`config.mk`:
```
export PLATFORM = sky130hd
export DESIGN_NAME = led_flow_indicator
export DESIGN_NICKNAME = d
export VERILOG_FILES = /design/src/rtl/led_ind_pkg.sv /design/src/rtl/act_stretch.sv /design/src/rtl/led_flow_indicator.sv
export SDC_FILE = /design/constraint.sdc
export NUM_CORES = 1
export LEC_CHECK = 0
export ABC_AREA = 1
export CAP_MARGIN = 15
export CORE_AREA = 2 2 97 62
export CTS_BUF_LIST = sky130_fd_sc_hd__clkbuf_4 sky130_fd_sc_hd__clkbuf_8
export CTS_CLUSTER_SIZE = 24
export DETAILED_ROUTE_END_ITERATION = 8
export DIE_AREA = 0 0 99 64
export PLACE_DENSITY = 0.82
export SYNTH_ARGS = -nofsm -noshare
export SYNTH_HDL_FRONTEND = slang
export SYNTH_SLANG_ARGS = --single-unit
```
`constraint.sdc`:
```
create_clock -name clk -period 2.4 [get_ports clk]
set_input_delay 0.24 -clock clk [delete_from_list [all_inputs] [get_ports clk]]
set_output_delay 0.24 -clock clk [all_outputs]
set_load 0.02 [all_outputs]
```
`src/rtl/led_ind_pkg.sv`:
```
// Shared types and constants for the LED flow indicator.
package led_ind_pkg;

    typedef enum logic [1:0] {
        JOHNSON = 2'd0,
        ROTATE  = 2'd1,
        BLINK   = 2'd2,
        BAR     = 2'd3
    } mode_t;

    localparam int unsigned MAX_LED     = 16;
    // ROTATE is the only pattern that starts from a non-zero value.
    localparam logic [MAX_LED-1:0] ROTATE_SEED = 16'h0001;

endpackage

```
`src/rtl/act_stretch.sv`:
```
// One activity channel: a pulse lights the LED and holds it for STRETCH_TICKS ticks.
module act_stretch #(
    parameter int unsigned STRETCH_TICKS = 4
) (
    input  logic clk,
    input  logic rstn,
    input  logic act_i,
    input  logic tick_i,
    output logic led_o
);

    logic [7:0] sc_q, sc_d;
    logic       led_q;

    // A fresh pulse always reloads, so a tick on the same edge never shortens the stretch.
    always_comb begin
        sc_d = sc_q;
        if (act_i) begin
            sc_d = 8'(STRETCH_TICKS);
        end else if (tick_i && (sc_q != 8'd0)) begin
            sc_d = sc_q - 8'd1;
        end
    end

    always_ff @(posedge clk) begin
        if (!rstn) begin
            sc_q  <= 8'd0;
            led_q <= 1'b0;
        end else begin
            sc_q  <= sc_d;
            led_q <= (sc_d != 8'd0);
        end
    end

    assign led_o = led_q;

endmodule

```
`src/rtl/led_flow_indicator.sv`:
```
// Prescaled LED pattern generator with per-channel activity stretchers.
module led_flow_indicator
    import led_ind_pkg::*;
#(
    parameter int unsigned N_LED         = 6,
    parameter int unsigned DIV_W         = 22,
    parameter int unsigned ACT_CH        = 2,
    parameter int unsigned STRETCH_TICKS = 4
) (
    input  logic              clk,
    input  logic              rstn,
    input  logic              en,
    input  mode_t             mode,
    input  logic              dir,
    input  logic [ACT_CH-1:0] act,
    output logic [N_LED-1:0]  led_flow,
    output logic [ACT_CH-1:0] led_act,
    output logic              tick
);

    logic [DIV_W-1:0] cnt_q, cnt_d;
    mode_t            mode_q, mode_d;
    logic [N_LED-1:0] flow_q, flow_d;
    logic [N_LED-1:0] step;
    logic [N_LED-1:0] seed;
    logic             tickInt;

    assign tickInt = en & (&cnt_q);

    always_comb begin
        step = flow_q;
        unique case (mode_q)
            JOHNSON: step = dir ? {~flow_q[0], flow_q[N_LED-1:1]}
                                : {flow_q[N_LED-2:0], ~flow_q[N_LED-1]};
            ROTATE:  step = dir ? {flow_q[0], flow_q[N_LED-1:1]}
                                : {flow_q[N_LED-2:0], flow_q[N_LED-1]};
            BLINK:   step = ~flow_q;
            BAR:     step = (&flow_q) ? '0 : {flow_q[N_LED-2:0], 1'b1};
        endcase
    end

    assign seed = (mode == ROTATE) ? ROTATE_SEED[N_LED-1:0] : '0;

    // A mode switch restarts the prescaler and pattern; it also overrides any step that edge.
    always_comb begin
        cnt_d  = cnt_q;
        mode_d = mode_q;
        flow_d = flow_q;
        if (mode != mode_q) begin
            mode_d = mode;
            cnt_d  = '0;
            flow_d = seed;
        end else begin
            if (en) begin
                cnt_d = cnt_q + 1'b1;
            end
            if (tickInt) begin
                flow_d = step;
            end
        end
    end

    always_ff @(posedge clk) begin
        if (!rstn) begin
            cnt_q  <= '0;
            mode_q <= JOHNSON;
            flow_q <= '0;
        end else begin
            cnt_q  <= cnt_d;
            mode_q <= mode_d;
            flow_q <= flow_d;
        end
    end

    for (genvar i = 0; i < ACT_CH; i++) begin : g_stretch
        act_stretch #(
            .STRETCH_TICKS(STRETCH_TICKS)
        ) u_stretch (
            .clk   (clk),
            .rstn  (rstn),
            .act_i (act[i]),
            .tick_i(tickInt),
            .led_o (led_act[i])
        );
    end

    assign led_flow = flow_q;
    assign tick     = tickInt;

endmodule

```
# --- Yosys cells after proc, flatten, opt, wreduce, memory -nomap -nowiden ---
# Cells that the tools add are included.
# W data, S select, Z words.
word_totals:
  reg_bits: 48
  in_bits: 8
  elab_cells: 42
op_classes:
  n_addsub: 3
  eq_ne: 5
  muxes: 11
  n_bitwise: 5
  n_reduce_logical: 11
op_table:
  columns: ["op", "n"]
  rows:
  - ["$mux W8", 4]
  - ["$reduce_bool A8 Y1", 4]
  - ["$mux W6", 5]
  - ["$pmux W6 S4", 1]
  - ["$add A22 B1 Y22 const B", 1]
  - ["$reduce_and A22 Y1", 1]
  - ["$sub A8 B1 Y8 const B", 2]
  - ["$not A6 Y6", 1]
  - ["$reduce_and A6 Y1", 1]
  - ["$eq A2 B1 Y1 const B", 2]
  - ["$eq A2 B2 Y1 const B", 2]
  - ["$not A1 Y1", 3]
  - ["$logic_and A1 B1 Y1", 2]
  - ["$logic_not A2 Y1", 1]
  - ["$ne A2 B2 Y1", 1]
  - ["$reduce_bool A2 Y1", 1]
  - ["$reduce_or A2 Y1", 1]
  - ["$and A1 B1 Y1", 1]
  - ["$mux W1", 1]

# --- Logic depth before layout (Yosys ltp) ---
# Gate-level depths: netlist of the first run.
logic_depth:
  ltp_word: 6
  mapped_depth: 13
  mapped_depth_nobuf: 13

# --- Hierarchy ---
# Synthesis of the first run repeated with hierarchy kept, for this count alone.
hier_totals:
  hier_cells: 454
  area_unflattened_um2: 2955.3
by_module_without_submodules:
  columns: ["module", "n_inst", "cells_per_inst", "area_each_um2", "seq_area_each_um2"]
  rows:
  - ["led_flow_indicator", 1, 262, 1731.7, 600.6]
  - ["act_stretch", 2, 96, 611.8, 180.2]

# --- Worst setup path before layout of the first run ---
# OpenSTA, ideal clock, no wires.
synth_timing:
  path_kind: "reg-to-reg"
  from: "register cnt_q[0]"
  to: "register g_stretch[0].u_stretch.led_q"
  setup_ps: 132
  arrival_ps: 1556
  required_time_ps: 2268
  slack_ps: 712
  path_stages_with_launch: 13
  synth_period_minus_slack_ps: 1688
  path_cell_list: "dfxtp_1 -> ha_1 -> inv_1 -> nor2_2 -> nand2_2 -> nor2_4 -> buf_8 -> buf_12 -> nand4_1 -> nand3_1 -> nand2_1 -> nor2_1 -> a21oi_1"
synth_via:
  elab_chain_cells: 6
synth_rtl:
  columns: ["item", "line_no", "text"]
  rows:
  - ["from (decl)", "led_flow_indicator.sv:21", "logic [DIV_W-1:0] cnt_q, cnt_d;"]
  - ["from (signal assigned)", "led_flow_indicator.sv:69", "cnt_q <= cnt_d;"]
  - ["$reduce_and A22 Y1", "led_flow_indicator.sv:28", "assign tickInt = en & (&cnt_q);"]
  - ["$and A1 B1 Y1", "led_flow_indicator.sv:28", null]
  - ["$logic_and A1 B1 Y1", "act_stretch.sv:20", "end else if (tick_i && (sc_q != 8'd0)) begin"]
  - ["$mux W8", "act_stretch.sv:20", null]
  - ["$mux W8", "act_stretch.sv:18", "if (act_i) begin"]
  - ["$reduce_bool A8 Y1", "act_stretch.sv:31", "led_q <= (sc_d != 8'd0);"]
  - ["to (signal assigned)", "act_stretch.sv:31", null]
  - ["to (decl)", "act_stretch.sv:13", "logic led_q;"]
# Every way passes these cells.
# A chain may end at the register's enable or synchronous reset.

# --- Final worst setup path of the first run ---
layout_timing:
  from: "register cnt_q[0]"
  to: "output port tick"
layout_via:
  elab_chain_cells: 2
layout_rtl:
  columns: ["item", "line_no", "text"]
  rows:
  - ["$reduce_and A22 Y1", "led_flow_indicator.sv:28", null]
  - ["$and A1 B1 Y1", "led_flow_indicator.sv:28", null]
  - ["to (decl)", "led_flow_indicator.sv:18", "output logic tick"]
# Every way passes these cells.

==> impl_metrics.json, run 1 <==
{
  "outcome": "finished clean",
  "gr-usage-all-layers": 0.216,
  "cap_violations": 0,
  "p_sw_frac": 0.238,
  "path_cells": "ha_1 > buf_4 > nand3_1 > nor3_1 > clkdlybuf4s50_1",
  "remaining_drc_errors": 0,
  "rows": 21,
  "hold_buffers": 0,
  "vias": 2805,
  "netlist_area_mm2": 0.00288,
  "post_drt_wl_per_cell_um": 12.5,
  "antenna_found_initial": 0,
  "syn_avg_cell_area_um2": 6.67,
  "dieArea_mm2": 0.00634,
  "start_util": 0.535,
  "ir_drop_mv": 0.250,
  "ant_nets": 0,
  "pwr-share-comb": 0.084,
  "insertedDiodeCount": 0,
  "slew_violations": 0,
  "place_congestion": 0.833,
  "setup_ws_ns": 0.189,
  "ios": 17,
  "slew_headroom": 0.695,
  "async_reset_ff_frac": 0,
  "pwr-share-clk": 0.395,
  "clock_latency_ns": 0.30,
  "grt_pass1_vias": 2535,
  "critical_path_buf_inv_count": 2,
  "clk_pin_slew_ns": 0.10,
  "clock-root-buffer": "clkbuf_8",
  "tritoncts": "yes",
  "synth_area_leaders": "dfxtp_1, nand2_1, inv_1",
  "area_delta_synth_final_pct": 10.7,
  "drtIter0Drc": 288,
  "finalHoldViolCount": 0,
  "synth_fp_nets": 445,
  "internal_power_mw": 1.19,
  "ys_top_cells_by_count": "nand2_1, inv_1, nor2_1",
  "fin_crit_sh": 0.921,
  "syn_inst": 432,
  "power_density_mw_per_mm2": 491,
  "slowest_stage": "clkdlybuf4s50_1",
  "place_ws_ns": 0.279,
  "grt_pass1_wl_um": 11300,
  "min_path_type": "reg -> reg",
  "grt_max_degree": 24,
  "power_frac_seq": 0.521,
  "end_kind": "output pin",
  "p_switching_mw": 0.372,
  "synth-edff-count": 0,
  "seqCellArea_um2": 961,
  "tightest_slew_ns": 0.457,
  "dpl.hpwl_um": 4780,
  "coreArea_mm2": 0.00539,
  "critPathTopFamily": "buffers and inverters",
  "crit_arrival_ns": 1.97,
  "multi_input_area_mm2": 0.00158,
  "die_h_um": 64,
  "timing.fmax_mhz": 452,
  "wl_um": 6490,
  "fin_area_mm2": 0.00319,
  "die_x_um": 99,
  "min_period_ns": 2.21,
  "nNetsFinal": 461,
  "rsz0062_at_grt": "false",
  "yosysTopAreaCellShare": 0.334,
  "skew_ns": 0.0100,
  "setup_viol_count_final": 0,
  "required_ns": 2.16,
  "crit_fanout": 4,
  "max_stage_delay_ns": 0.64,
  "fillers": 476,
  "cts.sinks": 48,
  "numCtsBuffers": 5,
  "p_leak_nw": 1.30,
  "postCtsSetupRepairBufs": 0,
  "start_kind": "flop",
  "dr.pass1.iters": 5,
  "yosysMostFrequentCell": "nand2_1",
  "synth_seq_cells": 48,
  "h-tree-depth": 2,
  "yosys_warnings": 0,
  "postCtsResizedCells": 0,
  "total_power_mw": 1.56,
  "clk_path_buf_depth": 2,
  "grt-ovfl-total": 0,
  "yosysSeqAreaShare": 0.334,
  "placed_area_mm2": 0.00307,
  "path_class": "reg -> out",
  "setup_tns_ns": 0,
  "portBuffers": 16,
  "synth_top_area_cell": "dfxtp_1",
  "ys_types": 34,
  "viasPerCell": 5.42,
  "synth_ff_type": "dfxtp_1",
  "drive_gt1_frac": 0.116
}
## placed cells by master, fill, tap and decap left out
cell type,instances
nand2_1,76
inv_1,60
nor2_1,56
dfxtp_1,48
nand3_1,37
a21oi_1,32
o21ai_0,22
clkdlybuf4s50_1,16
nand2_2,15
nand4_1,15
nor3_1,11
nor2_4,9
clkbuf_8,6
inv_2,5
ha_1,5
buf_4,5
nor2_2,4
xor2_1,4
o22ai_1,4
nand3_2,3
or2_2,2
o211ai_1,2
o21bai_1,2
o21a_1,1
xnor2_1,1
a31oi_1,1
a211oi_1,1
nor4_1,1
nor3_4,1
o21ai_1,1
or2_0,1
bufinv_16,1
clkinv_4,1
## layout make-up
type,instances,share of cell area
multi-input cells,307,0.495
flip-flops and latches,48,0.301
inverters,65,0.0765
repair buffers,21,0.0620
well taps,69,0.0271
clock buffers,6,0.0259
clock inverters,2,0.0122
## metrics by stage
| stage | util | hold slack, ns | cells |
|---|---|---|---|
| after floorplan | - | 0.318 | 432 |
| after global placement | 0.570 | 0.465 | 510 |
| after detailed placement | 0.570 | 0.472 | 510 |
| after CTS | 0.592 | 0.485 | 518 |
| after global routing | 0.592 | 0.509 | 518 |
| final | 0.592 | 0.482 | 518 |
## kinds of logic (layout without fill, tap and decap cells)
kind of cell             after synthesis  count (layout)  share of synthesized area
AO/OA/AOI/OAI                         66              66                      0.122
buffers and inverters                 77              94                      0.118
XOR/XNOR                               5               5                     0.0152
AND/OR/NAND/NOR                      231             231                      0.389
adder cells (fa/ha/maj)                5               5                     0.0217
flip-flops                            48              48                      0.334
## power by group through the flow
stage                     logic, mW  clock network (mW)  registers [mW]
after global placement        0.125                   0           0.834
after global routing          0.147               0.671           0.817
after floorplan              0.0895                   0           0.831
after detailed placement      0.129                   0           0.834
final                         0.131               0.618           0.816
after CTS                     0.130               0.638           0.815
## worst min-delay path, stage by stage, from the launching register on
cell,delay (ns)
dfxtp_1,0.33
nand2_1,0.06
a21oi_1,0.05
## path summary, 6_finish.rpt
path / startpoint / end / slack [ns] / cells past startpoint
worst max-delay path: cnt_q[0] / tick / 0.19 / 5
worst min-delay path: cnt_q[18] / cnt_q[18] / 0.48 / 2
worst max register to register: cnt_q[0] / g_stretch[0].u_stretch.led_o / 0.23 / 11
worst min register to register: cnt_q[18] / cnt_q[18] / 0.48 / 2
## registers in the layout, summed over array words and instances, names as in the netlist
name,cells
cnt_q,22
g_stretch.u_stretch.led_o,2
g_stretch.u_stretch.sc_q,16
led_flow,6
mode_q,2
## layer usage
metal  part of all wire  routed length [um]  GRT usage  up-vias
li1                   -                   -          -     1426
met1               0.50                3270      0.311     1266
met2               0.42                2720      0.338      108
met3              0.070                 454     0.0449        5
met4             0.0059                  38     0.0394        0
met5                  0                   0          0        -
Note: power is estimated with default switching activity, not from simulation.
==> run 2: changes to the inputs <==
- clock period: 2.4 -> 2.2 ns (I/O delays scaled with it)
==> run 2 against run 1 <==
Against the previous run: combinational power increased by 9.9%; routed wire length up 0.82%; critical path depth grew 6; global-route usage is 0.18 points lower; cell count increased by 0.19%; hold slack got worse by 0.0094 ns; cell area rose by 1.1%; non-clock buffer count up 2; count of clock-buffer cells in the layout shrank 1; total power up 14%; clock power rose by 21%; clock skew about the same; critical endpoint is now g_stretch[0].u_stretch.led_o; highest routed layer unchanged.
==> impl_metrics.json, run 2 (synthesis results as in run 1) <==
{
  "end_kind": "flop",
  "fin_crit_sh": 0.943,
  "clock-root-buffer": "clkbuf_8",
  "p_leak_nw": 1.32,
  "power_density_mw_per_mm2": 554,
  "gr-usage-all-layers": 0.214,
  "grt_max_degree": 24,
  "remaining_drc_errors": 0,
  "postCtsSetupRepairBufs": 0,
  "nNetsFinal": 463,
  "numCtsBuffers": 5,
  "min_period_ns": 2.07,
  "slowest_stage": "dfxtp_1",
  "wl_um": 6540,
  "rsz0062_at_grt": "false",
  "pwr-share-comb": 0.081,
  "slew_violations": 0,
  "timing.fmax_mhz": 482,
  "p_switching_mw": 0.407,
  "cts.sinks": 48,
  "vias": 2833,
  "largest_register_ffs": 22,
  "multi_input_area_mm2": 0.00158,
  "pwr-share-clk": 0.420,
  "rrSetupSlack_ns": 0.13,
  "area_delta_synth_final_pct": 11.9,
  "setup_tns_ns": 0,
  "power_frac_seq": 0.499,
  "tritoncts": "yes",
  "dr.pass1.iters": 5,
  "cap_violations": 0,
  "critical_path_buf_inv_count": 2,
  "crit_fanout": 11,
  "tightest_slew_ns": 0.484,
  "grt_pass1_wl_um": 11100,
  "fillers": 488,
  "clock_latency_ns": 0.31,
  "placed_cells": 512,
  "min_delay_path_depth": 2,
  "setup_viol_count_final": 0,
  "p_sw_frac": 0.228,
  "coreArea_mm2": 0.00539,
  "finalNonFillerCells": 519,
  "path_depth": 11,
  "ir_drop_mv": 0.386,
  "skew_ns": 0.00977,
  "antenna_found_initial": 0,
  "max_stage_delay_ns": 0.40,
  "die_h_um": 64,
  "min_path_type": "in -> reg",
  "drtIter0Drc": 220,
  "path_class": "reg -> reg",
  "grt-ovfl-total": 0,
  "path_cells": "ha_1 > inv_1 > nor2_2 > nand2_2 > nor2_4 > buf_12 > nand3_2 > o21bai_1 > nand3_1 > nor2_1 > a21oi_1",
  "clk_pin_slew_ns": 0.09,
  "dieArea_mm2": 0.00634,
  "clk_path_buf_depth": 2,
  "place_congestion": 0.842,
  "dpl.hpwl_um": 4810,
  "h-tree-depth": 2,
  "start_kind": "flop",
  "rows": 21,
  "viasPerCell": 5.46,
  "slew_headroom": 0.676,
  "internal_power_mw": 1.38,
  "ios": 17,
  "grt_pass1_vias": 2444,
  "critPathTopFamily": "simple AND/OR/NAND/NOR gates",
  "drive_gt1_frac": 0.118,
  "portBuffers": 16,
  "ant_nets": 0,
  "seqCellArea_um2": 961,
  "required_ns": 2.40,
  "r2r_cells": 11,
  "finalHoldViolCount": 0,
  "crit_arrival_ns": 2.27,
  "die_x_um": 99,
  "regMostFlops": "cnt_q",
  "start_util": 0.535,
  "layout_commonest_cell": "nand2_1",
  "final_cell_mix": "nand2_1, inv_1, nor2_1, dfxtp_1, nand3_1",
  "post_drt_wl_per_cell_um": 12.6,
  "outcome": "finished clean",
  "insertedDiodeCount": 0
}
[run 2: path summary, 6_finish.rpt]
kind / to / start
hold reg to reg: cnt_q[7] / cnt_q[7]
setup / recovery: g_stretch[0].u_stretch.led_o / cnt_q[0]
hold / removal: g_stretch[1].u_stretch.sc_q[3] / act[1]
setup reg to reg: g_stretch[0].u_stretch.led_o / cnt_q[0]
[run 2: repair_timing]
item	4_1_cts	5_1_grt
hold endpoints to repair	0	0
gates resized for setup	1	0
setup endpoints to repair	1	0
hold buffers	0	0
[run 2: power groups by stage]
stage | Sequential [mW] | Combinational, mW | Clock [mW]
final | 0.890 | 0.144 | 0.750
after global routing | 0.891 | 0.161 | 0.794
after CTS | 0.889 | 0.142 | 0.762
after detailed placement | 0.910 | 0.140 | 0
after global placement | 0.909 | 0.136 | 0
after floorplan | 0.907 | 0.0976 | 0
[run 2: worst reg2reg max path: stages (launching register included)]
cell and delay [ns]:
dfxtp_1 0.40, ha_1 0.19, inv_1 0.05, nor2_2 0.10, nand2_2 0.08, nor2_4 0.31
buf_12 0.17, nand3_2 0.08, o21bai_1 0.19, nand3_1 0.10, nor2_1 0.19, a21oi_1 0.10
[run 2: per-stage QoR]
stage	hold slack, ns	area, um^2	total power [mW]	utilization	setup WS, ns
finish	0.473	3220	1.78	0.598	0.126
global route	0.472	3220	1.85	0.598	0.000240
CTS	0.471	3220	1.79	0.598	0.161
detailed placement	0.479	3100	1.05	0.575	0.120
global placement	0.462	3100	1.05	0.575	0.133
floorplan	0.298	2880	1.00	-	0.512
[run 2: per-layer routing]
metal | part of all wire | vias up | global-route usage
li1 | - | 1431 | -
met1 | 0.50 | 1284 | 0.313
met2 | 0.41 | 109 | 0.322
met3 | 0.078 | 9 | 0.0427
met4 | 0.012 | 0 | 0.0565
met5 | 0 | - | 0
[run 2: cell type report]
| type | instances | area share |
|---|---|---|
| Sequential cell | 48 | 0.298 |
| Inverter | 65 | 0.0757 |
| Tap cell | 69 | 0.0268 |
| Clock buffer | 5 | 0.0214 |
| Multi-Input combinational cell | 307 | 0.490 |
| Timing Repair Buffer | 23 | 0.0695 |
| Clock inverter | 2 | 0.0186 |
==> run 3: changes to the inputs <==
- CORE_AREA: 2 2 97 62 -> 2 2 98 62
- DIE_AREA: 0 0 99 64 -> 0 0 100 64
- PLACE_DENSITY: 0.82 -> 0.83
- SYNTH_HIERARCHICAL: default -> 1
==> run 3 against run 2 <==
Against the previous run: sequential power is 0.4% higher; hold slack is essentially flat; largest power group unchanged; largest cell class unchanged; worst setup slack better by 0.049 ns.
==> impl_metrics.json, run 3 <==
{
  "syn_avg_cell_area_um2": 6.51,
  "synth-edff-count": 0,
  "clk_path_buf_depth": 2,
  "start_kind": "flop",
  "remaining_drc_errors": 0,
  "utilization": 0.610,
  "tightest_slew_ns": 0.570,
  "regMostFlops": "cnt_q",
  "dieArea_mm2": 0.00640,
  "start_util": 0.541,
  "grt_max_degree": 16,
  "dr.pass1.iters": 4,
  "rsz0062_at_grt": "false",
  "cap_violations": 0,
  "clock_latency_ns": 0.31,
  "grt-ovfl-total": 0,
  "yosysTopAreaCellShare": 0.325,
  "p_leak_nw": 1.43,
  "place_congestion": 0.946,
  "antenna_found_initial": 0,
  "coreArea_mm2": 0.00547,
  "drtIter0Drc": 134,
  "clk_pin_slew_ns": 0.10,
  "post_drt_wl_per_cell_um": 11.9,
  "skew_ns": 0.0116,
  "dpl.hpwl_um": 5030,
  "vias": 2834,
  "viasPerCell": 5.15,
  "placed_cells": 542,
  "slew_headroom": 0.617,
  "setup_viol_count_final": 0,
  "finalNonFillerCells": 550,
  "ant_nets": 0,
  "area_delta_synth_final_pct": 12.8,
  "synth_simple_gate_area_frac": 0.449,
  "synth_ff_type": "dfxtp_1",
  "synth_xor_xnor_area_share": 0.0411,
  "setup_ws_ns": 0.174,
  "tritoncts": "yes",
  "yosysMostFrequentCell": "nand2_1",
  "finalHoldViolCount": 0,
  "fin_crit_sh": 0.921,
  "crit_fanout": 5,
  "layout_commonest_cell": "nand2_1",
  "crit_arrival_ns": 1.81,
  "total_power_mw": 1.64,
  "wl_um": 6560,
  "portBuffers": 16,
  "power_density_mw_per_mm2": 493,
  "numCtsBuffers": 5,
  "synth_seq_cells": 48,
  "min_period_ns": 2.03,
  "required_ns": 1.98,
  "fillers": 505,
  "gr-usage-all-layers": 0.210,
  "die_x_um": 100,
  "min_path_type": "reg -> reg",
  "yosys_warnings": 6,
  "cts.sinks": 48,
  "async_reset_ff_frac": 0,
  "timing.fmax_mhz": 494,
  "ys_types": 31,
  "h-tree-depth": 2,
  "syn_inst": 454,
  "nNetsFinal": 493,
  "setup_tns_ns": 0,
  "rows": 21,
  "largest_register_ffs": 22,
  "synth_area_leaders": "dfxtp_1, nand2_1, nor2_1",
  "ys_top_cells_by_count": "nand2_1, nor2_1, inv_1",
  "synthAdderAreaFrac": 0.0212,
  "slew_violations": 0,
  "grt_pass1_vias": 2482,
  "die_h_um": 64,
  "netlist_area_mm2": 0.00296,
  "synth_top_family_by_area": "simple AND/OR/NAND/NOR gates",
  "postCtsSetupRepairBufs": 0,
  "path_class": "reg -> out",
  "synth-compound-area-share": 0.0766,
  "drive_gt1_frac": 0.123,
  "place_ws_ns": 0.111,
  "ir_drop_mv": 0.277,
  "insertedDiodeCount": 0,
  "grt_pass1_wl_um": 10900,
  "synth_fp_nets": 467,
  "ios": 17,
  "synth_top_area_cell": "dfxtp_1",
  "final_cell_mix": "nand2_1, nor2_1, inv_1, dfxtp_1, nand3_1",
  "end_kind": "output pin",
  "outcome": "finished clean",
  "synthMuxAreaShare": 0,
  "yosysSeqAreaShare": 0.325,
  "clock-root-buffer": "clkbuf_8"
}
run 3: area by class of cell:
class / count / area, um^2 / share of cell area
Tap cell: 69 / 86.3 / 0.0259
Sequential cell: 48 / 963 / 0.289
Timing Repair Buffer: 23 / 215 / 0.0645
Clock buffer: 6 / 82.6 / 0.0248
Inverter: 61 / 233 / 0.0698
Multi-Input combinational cell: 341 / 1740 / 0.522
Clock inverter: 2 / 13.8 / 0.00413
run 3: kinds of logic (layout without fill, tap and decap cells):
kind of cell,Yosys count,after routing
flip-flops,48,48
buffers and inverters,65,92
XOR/XNOR,13,13
adder cells (fa/ha/maj),5,5
AND/OR/NAND/NOR,281,281
AO/OA/AOI/OAI,42,42
run 3: report_power, final:
part	total (mW)	switching, mW	internal [mW]
Combinational	0.179	0.110	0.0685
Sequential	0.894	0.0158	0.879
Clock	0.572	0.314	0.258
Total	1.64	0.440	1.20
run 3: path summary, 6_finish.rpt:
| check | startpoint | endpoint | slack [ns] | depth (start not counted) |
|---|---|---|---|---|
| max | cnt_q[0] | tick | 0.17 | 8 |
| min | cnt_q[8] | cnt_q[8] | 0.47 | 2 |
| max reg2reg | cnt_q[0] | g_stretch[0].u_stretch/led_o | 0.19 | 14 |
| min reg2reg | cnt_q[8] | cnt_q[8] | 0.47 | 2 |
run 3: routing by layer:
| layer | track usage | wire length (um) | vias up |
|---|---|---|---|
| li1 | - | - | 1482 |
| met1 | 0.301 | 3260 | 1270 |
| met2 | 0.326 | 2850 | 74 |
| met3 | 0.0350 | 384 | 8 |
| met4 | 0.0599 | 55 | 0 |
| met5 | 0 | 0 | - |
run 3: through the flow:
step | hold WS, ns | area [um^2]
4_1_cts | 0.470 | 3330
6_report | 0.472 | 3330
3_5_place_dp | 0.455 | 3230
5_1_grt | 0.506 | 3330
3_3_place_gp | 0.451 | 3230
2_1_floorplan | 0.313 | 2960
run 3: critical path, cell delays in order (launching register included):
cell and delay [ns]:
dfxtp_2 0.38, ha_2 0.20, inv_1 0.05, nor2_2 0.11, nand2_2 0.08, nor2_4 0.14, nand3_4 0.08, clkinvlp_4 0.12
dlygate4sd2_1 0.34
run 3: repair_timing:
item / CTS / global route
hold endpoints to repair: 0 / 0
resized for setup: 1 / 4
hold buffers: 0 / 0
endpoints found under the setup margin: 1 / 3
